**src/rtl/shift_add_multiplier.sv**
```systemverilog
// shift_add_multiplier: sequential unsigned shift-add multiplier, one partial product per cycle,
// with a one-cycle registered write strobe for the downstream product register.
module shift_add_multiplier #(
    parameter int WIDTH = 32
) (
    input  logic               clk,
    input  logic               rst,
    input  logic               start,
    input  logic [WIDTH-1:0]   multiplicand,
    input  logic [WIDTH-1:0]   multiplier,
    output logic [2*WIDTH-1:0] prod_d,
    output logic               prod_we,
    output logic               busy,
    output logic               done
);
    localparam int CW = (WIDTH > 1) ? $clog2(WIDTH) : 1;

    typedef enum logic [1:0] {IDLE, CALC, DONE} state_t;

    state_t             state, state_n;
    logic [2*WIDTH-1:0] acc, acc_n, prod_n;
    logic [WIDTH-1:0]   mcand_r, mcand_n;
    logic [CW-1:0]      cnt, cnt_n;
    logic [WIDTH:0]     upper;
    logic               we_n;

    always_comb begin
        state_n = state;
        acc_n   = acc;
        mcand_n = mcand_r;
        cnt_n   = cnt;
        prod_n  = prod_d;
        we_n    = 1'b0;
        // Upper-half sum keeps its carry; it becomes the new MSB after the shift.
        upper   = {1'b0, acc[2*WIDTH-1:WIDTH]} + {1'b0, (acc[0] ? mcand_r : {WIDTH{1'b0}})};
        case (state)
            IDLE: if (start) begin
                state_n = CALC;
                mcand_n = multiplicand;
                acc_n   = {{WIDTH{1'b0}}, multiplier};
                cnt_n   = '0;
            end
            CALC: begin
                acc_n = {upper, acc[WIDTH-1:1]};
                cnt_n = cnt + 1'b1;
                if (cnt == CW'(WIDTH - 1)) begin
                    state_n = DONE;
                    prod_n  = acc_n;
                    we_n    = 1'b1;
                end
            end
            default: state_n = IDLE;
        endcase
    end

    always_ff @(posedge clk or posedge rst) begin
        if (rst) begin
            state   <= IDLE;
            acc     <= '0;
            mcand_r <= '0;
            cnt     <= '0;
            prod_d  <= '0;
            prod_we <= 1'b0;
            done    <= 1'b0;
            busy    <= 1'b0;
        end else begin
            state   <= state_n;
            acc     <= acc_n;
            mcand_r <= mcand_n;
            cnt     <= cnt_n;
            prod_d  <= prod_n;
            prod_we <= we_n;
            done    <= we_n;
            busy    <= (state_n != IDLE);
        end
    end
endmodule

```
**config.mk**
```make
export PLATFORM = sky130hd
export DESIGN_NAME = shift_add_multiplier
export DESIGN_NICKNAME = d
export VERILOG_FILES = /design/src/rtl/shift_add_multiplier.sv
export SDC_FILE = /design/constraint.sdc
export NUM_CORES = 1
export LEC_CHECK = 0
export BUFFER_PORTS_ARGS = -buffer_cell sky130_fd_sc_hd__buf_2
export CORE_MARGIN = 2
export CORE_UTILIZATION = 52
export CTS_CLUSTER_DIAMETER = 80
export DETAILED_ROUTE_END_ITERATION = 12
export PLACE_DENSITY = 0.88
export SKIP_CTS_REPAIR_TIMING = 1
export SKIP_LAST_GASP = 1
export SLEW_MARGIN = 10
export SYNTH_ARGS = -nofsm -noshare
export SYNTH_HDL_FRONTEND = slang
export SYNTH_SLANG_ARGS = --single-unit
```
**constraint.sdc**
```tcl
create_clock -name clk -period 4.7 [get_ports clk]
set_input_delay 0.235 -clock clk [delete_from_list [all_inputs] [get_ports clk]]
set_output_delay 0.235 -clock clk [all_outputs]
set_load 0.05 [all_outputs]
```
==> results of run 1 <==
-- final timing paths --
check / endpoint / slack [ns] / cells past startpoint
worst max register to register: prod_d[55] / 0.86 / 11
worst max-delay path: prod_d[55] / 0.86 / 11
max in group asynchronous: prod_d[46] / 3.55 / 3
worst min-delay path: prod_d[60] / 0.01 / 2
min in group clk: mcand_r[21] / 0.03 / 2
worst min register to register: prod_d[26] / 0.47 / 2
-- cell usage after synthesis (3+ instances only) --
master	number	area (um^2)
and3_1	6	37.5
nand4_1	10	62.6
a21o_1	8	60.1
ha_1	34	425
xnor2_1	18	158
clkbuf_1	47	176
o21ai_1	5	25.0
nor2b_1	4	25.0
a22oi_1	31	233
xor2_1	6	52.6
nand3_1	8	40.0
nand4b_1	4	35.0
nand2b_1	5	31.3
mux2_2	48	541
nand2_1	181	679
inv_1	15	56.3
and2_1	35	219
o211ai_1	4	30.0
o21ai_0	59	295
a31oi_1	8	50.1
dfrtp_1	169	4230
a21oi_1	40	200
nor2_1	30	113
o22ai_1	3	18.8
a221o_1	3	30.0
o211a_1	3	30.0
a211oi_1	4	30.0
nor3_1	13	65.1
a22o_1	22	193
o21bai_1	4	30.0
o21a_1	5	37.5
-- flip-flops by register name, indices dropped and copies added, names as in the netlist --
register / cells
cnt: 5
acc: 64
state: 2
done: 1
mcand_r: 32
prod_d: 64
busy: 1
-- routing by layer --
layer,wire length [um],up-vias,part of all wire [%],global-route usage (%)
met5,0,-,0,0
met4,726,0,3.4,11.5
met3,1170,64,5.5,4.38
met2,9950,285,47,37.9
met1,9320,3481,44,33.8
li1,-,3282,-,-
-- per-stage QoR --
step                      utilization [%]  instances  worst slack, ns  hold slack (ns)  total power, mW
after CTS                            62.4       1208            0.910           0.0176             7.83
after global placement               58.7       1176             1.04            0.451             6.21
after detailed placement             58.7       1176            0.938            0.457             6.35
after global routing                 62.5       1209            0.582           0.0227             8.32
after floorplan                         -        870             1.79            0.387             5.44
final                                62.5       1209            0.857           0.0108             7.84
-- worst max-delay path, cell delays in order, from the launching register on --
cell       delay, ns
dfrtp_1         0.99
and2_1          0.24
ha_1            0.23
inv_1           0.07
fa_1            0.40
nor2b_1         0.17
o2111ai_1       0.15
a31o_1          0.30
or4_1           0.59
and3_1          0.19
xnor2_1         0.13
mux2_2          0.27
-- logic make-up (layout without fill, tap and decap cells) --
logic type,after synthesis,count (layout),share of synthesized area [%]
xor gates and xnor gates,24,24,2.46
AOI/OAI and AO/OA,218,218,17.0
other,0,1,0
buffers and inverters,68,190,3.07
DFF,169,169,49.4
muxes,51,51,6.74
and+or+nand+nor,305,305,16.1
adders and majority gates,35,35,5.21
-- power groups by stage --
stage,sequential [mW],combinational [mW],clock (mW)
after detailed placement,2.58,3.77,0
after CTS,2.57,3.83,1.43
after global routing,2.65,4.17,1.50
after floorplan,3.21,2.23,0
after global placement,2.55,3.66,0
final,2.57,3.86,1.41
-- cell type report --
type / instances / area, um^2 / share of cell area, %
clock buffer: 17 / 425 / 4.26
timing repair buffer: 143 / 753 / 7.54
antenna: 1 / 2.50 / 0.0250
clock inverter: 15 / 179 / 1.79
inverter: 15 / 60.1 / 0.601
sequential: 169 / 4230 / 42.3
multi-input combinational: 633 / 4070 / 40.8
tap: 216 / 270 / 2.70
==> flow_metrics.env, run 1 <==
export IMPL_hold_path_class="primary input to asynchronous set/reset pin"
export IMPL_detail_route_first_pass_iterations=5
export IMPL_fill_cells=1312
export IMPL_worst_pin_slew_ns=0.998
export IMPL_worstSkewPairLatency_ns=0.44
export IMPL_ys_flop_type="dfrtp_1"
export IMPL_nets=1081
export IMPL_synth_area_mm2=0.00855
export IMPL_postRouteAntennaNets=0
export IMPL_place_port_buffers=133
export IMPL_timing_rr_start="acc[0]"
export IMPL_cts_max_path_buffers=2
export IMPL_timing_fmax_ghz=0.260
export IMPL_most_common_layout_cells="nand2_1, dfrtp_1, buf_2, o21ai_0, mux2_2"
export IMPL_die_area_mm2=0.0175
export IMPL_synthesis_nets=972
export IMPL_final_setup_violation_count=0
export IMPL_violation_count_after_the_first_detailed_routing_iteration=564
export IMPL_start_util_pct=53.5
export IMPL_netlist_cell_type_count=63
export IMPL_placed_area_mm2=0.00939
export IMPL_grt_first_pass_wirelength_mm=34.8
export IMPL_pwr_density_cell_mw_per_mm2=785
export IMPL_cts_htree_levels=4
export IMPL_vias_after_detailed_routing=7112
export IMPL_ctsRootBufferMaster="clkbuf_16"
export IMPL_most_common_cell_after_layout_fill_and_taps_aside="nand2_1"
export IMPL_vdd_ir_drop_max_mv=0.450
export IMPL_via_per_inst=5.88
export IMPL_hold_violations_final=0
export IMPL_cp_start_kind="register"
export IMPL_accumulated_negative_setup_slack_ns=0
export IMPL_run_status="finished, final reports clean"
export IMPL_share_seq_of_total_power_pct=32.8
export IMPL_critical_path_startpoint="acc[0]"
export IMPL_worst_path_max_fanout=34
export IMPL_groute_usage_overall_pct=24.5
export IMPL_cts_sinks=169
export IMPL_netlist_instances=870
export IMPL_routed_wl_mm=21.2
export IMPL_floorplan_rows=46
export IMPL_placeableCoreArea_mm2=0.0160
export IMPL_clk_transition_reported_paths_ns=0.07
export IMPL_antenna_found_initial=1
export IMPL_synth_ff_latch_count=169
export IMPL_share_of_total_power_consumed_by_net_switching_pct=45.5
export IMPL_cts_tree="done"
export IMPL_syn_to_final_growth_pct=16.8
export IMPL_chipWidth_um=132
export IMPL_critical_path_class="register to register"
export IMPL_grt_max_degree=125
export IMPL_total_leakage_power_nw=4.95
export IMPL_fin_worst_skew_ns=0.00935
export IMPL_die_y_um=132
export IMPL_grt_overflow=0
export IMPL_design_portCount=134
export IMPL_layout_min_cycle_time_ns=3.84
export IMPL_number_of_enable_flip_flop_cells_after_synthesis=0
export IMPL_yosysSeqAreaShare_pct=49.4
export IMPL_final_period_utilization_pct=81.8
export IMPL_maximum_capacitance_violations=0
export IMPL_timing_final_max_slew_violations=0
export IMPL_slew_headroom_pct=33.3
export IMPL_internal_power_mw=4.27
export IMPL_cp_end_kind="register"
export IMPL_synth_area_per_cell_um2=9.83
export IMPL_pwr_share_clk_pct=18.0
export IMPL_dp_hpwl_mm=14.1
export IMPL_finish_instance_area_mm2=0.00999
export IMPL_synthArstFlopShare_pct=100
export IMPL_cts_made_buffers=17
export IMPL_drcViolationCount=0
export IMPL_wl_per_cell_um=17.5
export IMPL_power_switching_mw=3.57
export IMPL_first_global_vias=6895
export IMPL_worst_ep_arrival_time_ns=4.17
export IMPL_gp_congestion=0.892
export IMPL_rsz0062_at_grt="no"
export IMPL_yosysWarnings=0
export IMPL_layout_cell_share_with_drive_strength_beyond_1_pct=24.1
export IMPL_p_comb_share_pct=49.2
export IMPL_crit_required_ns=5.02
No activity file was read; power rests on OpenSTA's default activity.
==> run 2, diff against run 1 <==
--- a/config.mk
+++ b/config.mk
@@ -5,12 +5,13 @@
 export SDC_FILE = /design/constraint.sdc
 export NUM_CORES = 1
 export LEC_CHECK = 0
+export ABC_AREA = 1
 export BUFFER_PORTS_ARGS = -buffer_cell sky130_fd_sc_hd__buf_2
 export CORE_MARGIN = 2
-export CORE_UTILIZATION = 52
+export CORE_UTILIZATION = 58
 export CTS_CLUSTER_DIAMETER = 80
 export DETAILED_ROUTE_END_ITERATION = 12
-export PLACE_DENSITY = 0.88
+export PLACE_DENSITY = 0.92
 export SKIP_CTS_REPAIR_TIMING = 1
 export SKIP_LAST_GASP = 1
 export SLEW_MARGIN = 10
==> constraint.sdc (replaced) <==
create_clock -name clk -period 3.84 [get_ports clk]
set_input_delay 0.192 -clock clk [delete_from_list [all_inputs] [get_ports clk]]
set_output_delay 0.192 -clock clk [all_outputs]
set_load 0.05 [all_outputs]
==> run 2 against run 1 <==
Against the previous run:
- the flow now finishes with violations (negative hold slack)
- global-route usage rose by 5.0 points
- clock skew about the same
- utilization grew 8.6 points
- critical path type unchanged
==> flow_metrics.env, run 2 <==
export IMPL_slew_headroom_pct=40.5
export IMPL_failed_checks="negative hold slack"
export IMPL_most_numerous_cell_in_the_yosys_netlist="nand2_1"
export IMPL_hold_end="acc[24]"
export IMPL_fill_cells=1135
export IMPL_groute_usage_overall_pct=29.5
export IMPL_postRouteAntennaNets=0
export IMPL_vdd_ir_drop_max_mv=0.493
export IMPL_worst_ep_arrival_time_ns=3.23
export IMPL_floorplan_rows=46
export IMPL_synth_simple_gate_area_share_pct=31.2
export IMPL_number_of_enable_flip_flop_cells_after_synthesis=0
export IMPL_final_period_utilization_pct=75.9
export IMPL_worst_pin_slew_ns=0.893
export IMPL_placeableCoreArea_mm2=0.0157
export IMPL_synth_area_mm2=0.00920
export IMPL_nets=1518
export IMPL_most_common_layout_cells="nand2_1, dfrtp_1, inv_1, buf_2, nand3_1"
export IMPL_power_total_mw=9.84
export IMPL_design_portCount=134
export IMPL_worst_path_max_fanout=20
export IMPL_timing_final_max_slew_violations=0
export IMPL_synthesis_nets=1346
export IMPL_grt_first_pass_wirelength_mm=39.0
export IMPL_dr_wl_met2_mm=12.1
export IMPL_worstSkewPairLatency_ns=0.44
export IMPL_cp_start_kind="register"
export IMPL_ys_flop_type="dfrtp_1"
export IMPL_most_common_cell_after_layout_fill_and_taps_aside="nand2_1"
export IMPL_layout_core_utilization_pct=71.0
export IMPL_critical_path_startpoint="acc[0]"
export IMPL_synth_area_per_cell_um2=7.40
export IMPL_top_cells_by_count_synth="nand2_1, dfrtp_1, inv_1, nand3_1, o21ai_0"
export IMPL_crit_chain="nand2_1, inv_1, ha_1, inv_1, fa_1, inv_1, nand3_1, nand3_1, nand3_1, nand3_2, nand2_1, nand2_1, nand2_1, nand3_1, nand2_1"
export IMPL_grt_max_degree=170
export IMPL_cts_htree_levels=4
export IMPL_max_stage_delay_ns=0.81
export IMPL_crit_path_frequent_cell="nand2_1"
export IMPL_cts_sinks=169
export IMPL_antenna_found_initial=0
export IMPL_dp_hpwl_mm=16.6
export IMPL_yosysWarnings=0
export IMPL_cp_end_kind="register"
export IMPL_syn_to_final_growth_pct=21.3
export IMPL_cts_tree="done"
export IMPL_place_port_buffers=133
export IMPL_placedCellCount=1560
export IMPL_cts_made_buffers=17
export IMPL_start_util_pct=58.6
export IMPL_met3_length_mm=1.75
export IMPL_wl_per_cell_um=15.3
export IMPL_met1Wirelength_mm=10.6
export IMPL_first_global_vias=8159
export IMPL_num_antenna_cells=0
export IMPL_timing_rr_start="acc[0]"
export IMPL_hold_path_depth=3
export IMPL_hold_violations_final=4
export IMPL_clk_transition_reported_paths_ns=0.07
export IMPL_cts_max_path_buffers=2
export IMPL_via_per_inst=5.32
export IMPL_ff2ff_path_depth=15
export IMPL_synth_adder_area_share_pct=4.84
export IMPL_ys_top_cells_by_area="dfrtp_1, nand2_1, inv_1, ha_1, nand3_1"
export IMPL_crit_required_ns=4.16
export IMPL_netlist_instances=1244
export IMPL_regToRegSetupSlack_ns=0.93
export IMPL_dp_slack_ns=1.08
export IMPL_synth_ff_latch_count=169
export IMPL_chipWidth_um=130
export IMPL_critical_path_class="register to register"
export IMPL_pwr_density_cell_mw_per_mm2=881
export IMPL_netlist_cell_type_count=38
export IMPL_routed_wl_mm=25.1
export IMPL_combined_buffer_and_inverter_count_along_the_critical_path=3
export IMPL_run_status="finished with violations"
export IMPL_post_synth_mux_area_share_pct=0
export IMPL_top_area_cell_type_share_of_the_netlist_area_pct=46.0
export IMPL_hold_worst_slack_ns=-0.0155
export IMPL_die_area_mm2=0.0169
export IMPL_top_layer="met4"
export IMPL_synthArstFlopShare_pct=100
export IMPL_yosysTopAreaCell="dfrtp_1"
export IMPL_hp_start="multiplier[24]"
export IMPL_cpLargestDelayFamily="simple AND/OR/NAND/NOR gates"
export IMPL_die_y_um=130
export IMPL_critPathSlowestCell="dfrtp_1"
export IMPL_detail_route_first_pass_iterations=5
export IMPL_grt_overflow=0
export IMPL_synth_compound_gate_area_share_pct=7.52
export IMPL_total_leakage_power_nw=6.44
export IMPL_final_instance_count_excl_fill=1645
export IMPL_hold_path_class="primary input to register"
export IMPL_accumulated_negative_setup_slack_ns=0
export IMPL_drcViolationCount=0
export IMPL_layout_min_cycle_time_ns=2.91
export IMPL_dominant_combinational_cell_family_by_area_after_synthesis="simple AND/OR/NAND/NOR gates"
export IMPL_vias_after_detailed_routing=8751
export IMPL_layout_cell_share_with_drive_strength_beyond_1_pct=15.8
export IMPL_top_regs="acc (64), prod_d (64), mcand_r (32)"
export IMPL_fin_worst_skew_ns=0.00943
export IMPL_rsz0062_at_grt="no"
export IMPL_final_setup_violation_count=0
export IMPL_timing_fmax_ghz=0.343
export IMPL_synth_xor_area_share_pct=1.13
export IMPL_yosysSeqAreaShare_pct=46.0
export IMPL_ctsRootBufferMaster="clkbuf_16"
export IMPL_violation_count_after_the_first_detailed_routing_iteration=744
export IMPL_gp_congestion=0.974
export IMPL_fin_ws_ns=0.926
export IMPL_rr_endpoint="acc[59]"
export IMPL_maximum_capacitance_violations=0
## run 2: per-layer routing
layer | track usage (%) | vias to the layer above
li1 | - | 4190
met1 | 40.1 | 4069
met2 | 48.5 | 423
met3 | 4.80 | 69
met4 | 10.7 | 0
met5 | 0 | -
## run 2: worst max-delay path by stage
stage	end	cells after the start
6_report	acc[59]	15
2_1_floorplan	acc[0]	1
3_5_place_dp	prod_d[59]	15
3_3_place_gp	prod_d[60]	14
4_1_cts	acc[59]	15
5_1_grt	prod_d[51]	15
## run 2: worst min-delay path: cells and delay by family
kind | cells | cell delay [ns]
AOI/OAI and AO/OA | 2 | 0.12
buffers and inverters | 1 | 0.08
## run 2: cell families (layout without fill, tap and decap cells)
group	Yosys count	after routing
adder cells (fa/ha/maj)	35	35
buffers and inverters	220	405
AO/OA/AOI/OAI	114	114
flip-flops	169	169
XOR/XNOR	11	11
AND/OR/NAND/NOR	695	695
## run 2: where the power goes
| part | switching (mW) | internal (mW) |
|---|---|---|
| clock | 0.816 | 0.890 |
| combinational | 3.57 | 1.59 |
| sequential | 0.452 | 2.52 |
| total | 4.84 | 5.00 |
## run 2: cell type report
type                    instances  area [um^2]  share of cell area [%]
repair buffers                195         1290                    11.5
inverters                     178          672                    6.02
clock buffers                  18          439                    3.93
flip-flops and latches        169         4230                    37.9
well taps                     216          270                    2.42
clock inverters                14          155                    1.39
multi-input cells             855         4110                    36.8
## run 2: metrics by stage
stage	hold slack, ns	area (um^2)
2_1_floorplan	0.302	9210
3_3_place_gp	0.385	10000
3_5_place_dp	0.387	10000
4_1_cts	-0.0621	10600
5_1_grt	0.00891	11200
6_report	-0.0155	11200
==> run 3, diff against run 2 <==
==> constraint.sdc (replaced) <==
create_clock -name clk -period 2.9 [get_ports clk]
set_input_delay 0.145 -clock clk [delete_from_list [all_inputs] [get_ports clk]]
set_output_delay 0.145 -clock clk [all_outputs]
set_load 0.05 [all_outputs]
==> run 3 against run 2 <==
Against the previous run:
- clock-buffer cell count fell by 1
- largest power group unchanged
- setup slack got worse by 0.58 ns
- the run now ends clean
- design area rose by 2.1%
- power rose by 35%
- worst hold slack improved by 0.32 ns
==> flow_metrics.env, run 3 (synthesis results as in run 2) <==
export IMPL_crit_chain="buf_4, nand2_1, inv_1, ha_1, inv_1, fa_1, inv_1, nand3_1, nand3_1, nand3_1, nand3_2, nand2_1, nand2_1, nand2_1, nand3_1, nand2_1"
export IMPL_worst_path_max_fanout=18
export IMPL_place_port_buffers=133
export IMPL_pwr_density_cell_mw_per_mm2=1170
export IMPL_die_area_mm2=0.0169
export IMPL_hold_path_class="primary input to register"
export IMPL_cts_max_path_buffers=2
export IMPL_chipWidth_um=130
export IMPL_antenna_found_initial=0
export IMPL_design_portCount=134
export IMPL_final_period_utilization_pct=87.9
export IMPL_num_antenna_cells=0
export IMPL_regToRegSetupSlack_ns=0.35
export IMPL_run_status="finished, final reports clean"
export IMPL_cts_sinks=169
export IMPL_die_y_um=130
export IMPL_cp_start_kind="register"
export IMPL_hold_worst_slack_ns=0.305
export IMPL_layout_cell_share_with_drive_strength_beyond_1_pct=16.0
export IMPL_combined_buffer_and_inverter_count_along_the_critical_path=4
export IMPL_placeableCoreArea_mm2=0.0157
export IMPL_vias_after_detailed_routing=8946
export IMPL_routed_wl_mm=26.9
export IMPL_hp_start="start"
export IMPL_cts_htree_levels=4
export IMPL_dp_hpwl_mm=17.0
export IMPL_crit_required_ns=3.24
export IMPL_worstSkewPairLatency_ns=0.45
export IMPL_top_regs="acc (64), prod_d (64), mcand_r (32)"
export IMPL_start_util_pct=58.6
export IMPL_groute_usage_overall_pct=30.6
export IMPL_cts_tree="done"
export IMPL_drcViolationCount=0
export IMPL_grt_first_pass_wirelength_mm=39.9
export IMPL_grt_max_degree=94
export IMPL_accumulated_negative_setup_slack_ns=0
export IMPL_syn_to_final_growth_pct=23.8
export IMPL_worst_ep_arrival_time_ns=2.89
export IMPL_via_per_inst=5.38
export IMPL_clk_transition_reported_paths_ns=0.08
export IMPL_postRouteAntennaNets=0
export IMPL_nets=1535
export IMPL_total_leakage_power_nw=6.54
export IMPL_hold_path_depth=6
export IMPL_timing_rr_start="acc[0]"
export IMPL_slew_headroom_pct=36.3
export IMPL_final_setup_violation_count=0
export IMPL_fin_worst_skew_ns=0.0116
export IMPL_critical_path_startpoint="acc[0]"
export IMPL_cpLargestDelayFamily="simple AND/OR/NAND/NOR gates"
export IMPL_ff2ff_path_depth=16
export IMPL_critPathSlowestCell="fa_1"
export IMPL_timing_fmax_ghz=0.392
export IMPL_hold_violations_final=0
export IMPL_first_global_vias=8090
export IMPL_layout_min_cycle_time_ns=2.55
export IMPL_max_stage_delay_ns=0.38
export IMPL_maximum_capacitance_violations=0
export IMPL_cp_end_kind="register"
export IMPL_cts_made_buffers=17
export IMPL_grt_overflow=0
export IMPL_gp_congestion=0.954
export IMPL_most_common_layout_cells="nand2_1, dfrtp_1, inv_1, buf_2, nand3_1"
export IMPL_hold_end="acc[11]"
export IMPL_most_common_cell_after_layout_fill_and_taps_aside="nand2_1"
export IMPL_crit_path_frequent_cell="nand2_1"
export IMPL_timing_final_max_slew_violations=0
export IMPL_ctsRootBufferMaster="clkbuf_16"
export IMPL_detail_route_first_pass_iterations=8
export IMPL_worst_pin_slew_ns=0.953
export IMPL_critical_path_class="register to register"
export IMPL_rr_endpoint="acc[59]"
export IMPL_wl_per_cell_um=16.2
export IMPL_floorplan_rows=46
export IMPL_vdd_ir_drop_max_mv=0.639
export IMPL_violation_count_after_the_first_detailed_routing_iteration=808
export IMPL_rsz0062_at_grt="no"
==> run 3: worst reg2reg max path, stage by stage, from the launching register on <==
cell	delay, ns
dfrtp_1	0.35
buf_4	0.23
nand2_1	0.08
inv_1	0.06
ha_1	0.21
inv_1	0.07
fa_1	0.38
inv_1	0.13
nand3_1	0.09
nand3_1	0.14
nand3_1	0.11
nand3_2	0.13
nand2_1	0.14
nand2_1	0.11
nand2_1	0.07
nand3_1	0.07
nand2_1	0.06
==> run 3: stage by stage <==
stage | setup slack, ns | cell area, um^2 | util, % | cells | total power, mW
finish | 0.351 | 11400 | 72.5 | 1662 | 13.3
global route | 0.141 | 11400 | 72.5 | 1662 | 14.3
CTS | 0.388 | 10700 | 68.4 | 1597 | 13.0
detailed placement | 0.515 | 10100 | 64.3 | 1565 | 10.6
global placement | 0.574 | 10100 | 64.3 | 1565 | 10.4
floorplan | 0.579 | 9210 | - | 1244 | 8.92
==> run 3: worst max-delay path by stage <==
stage	end	slack (ns)	cells past startpoint
2_1_floorplan	prod_d[47]	0.58	17
3_3_place_gp	acc[59]	0.57	16
3_5_place_dp	acc[59]	0.52	16
4_1_cts	prod_d[59]	0.39	16
5_1_grt	prod_d[47]	0.14	16
6_report	acc[59]	0.35	16
==> run 3: final cells by class <==
| class | instances | area, um^2 |
|---|---|---|
| fillers | 1152 | 4320 |
| flip-flops and latches | 169 | 4230 |
| multi-input cells | 855 | 4110 |
| repair buffers | 212 | 1470 |
| inverters | 178 | 672 |
| clock buffers | 17 | 425 |
| well taps | 216 | 270 |
| clock inverters | 15 | 215 |
==> run 3: where the power goes <==
group	leakage [nW]	internal [mW]	switching (mW)
Combinational	4.09	2.14	4.85
Clock	0.301	1.20	1.21
Sequential	2.15	3.34	0.584
Total	6.54	6.68	6.65
==> run 3: metal layers <==
| layer | routed length, um | GRT usage (%) | vias to the layer above |
|---|---|---|---|
| met2 | 13000 | 49.3 | 440 |
| li1 | - | - | 4223 |
| met3 | 2100 | 5.70 | 79 |
| met1 | 10900 | 42.0 | 4204 |
| met4 | 834 | 10.7 | 0 |
| met5 | 0 | 0 | - |
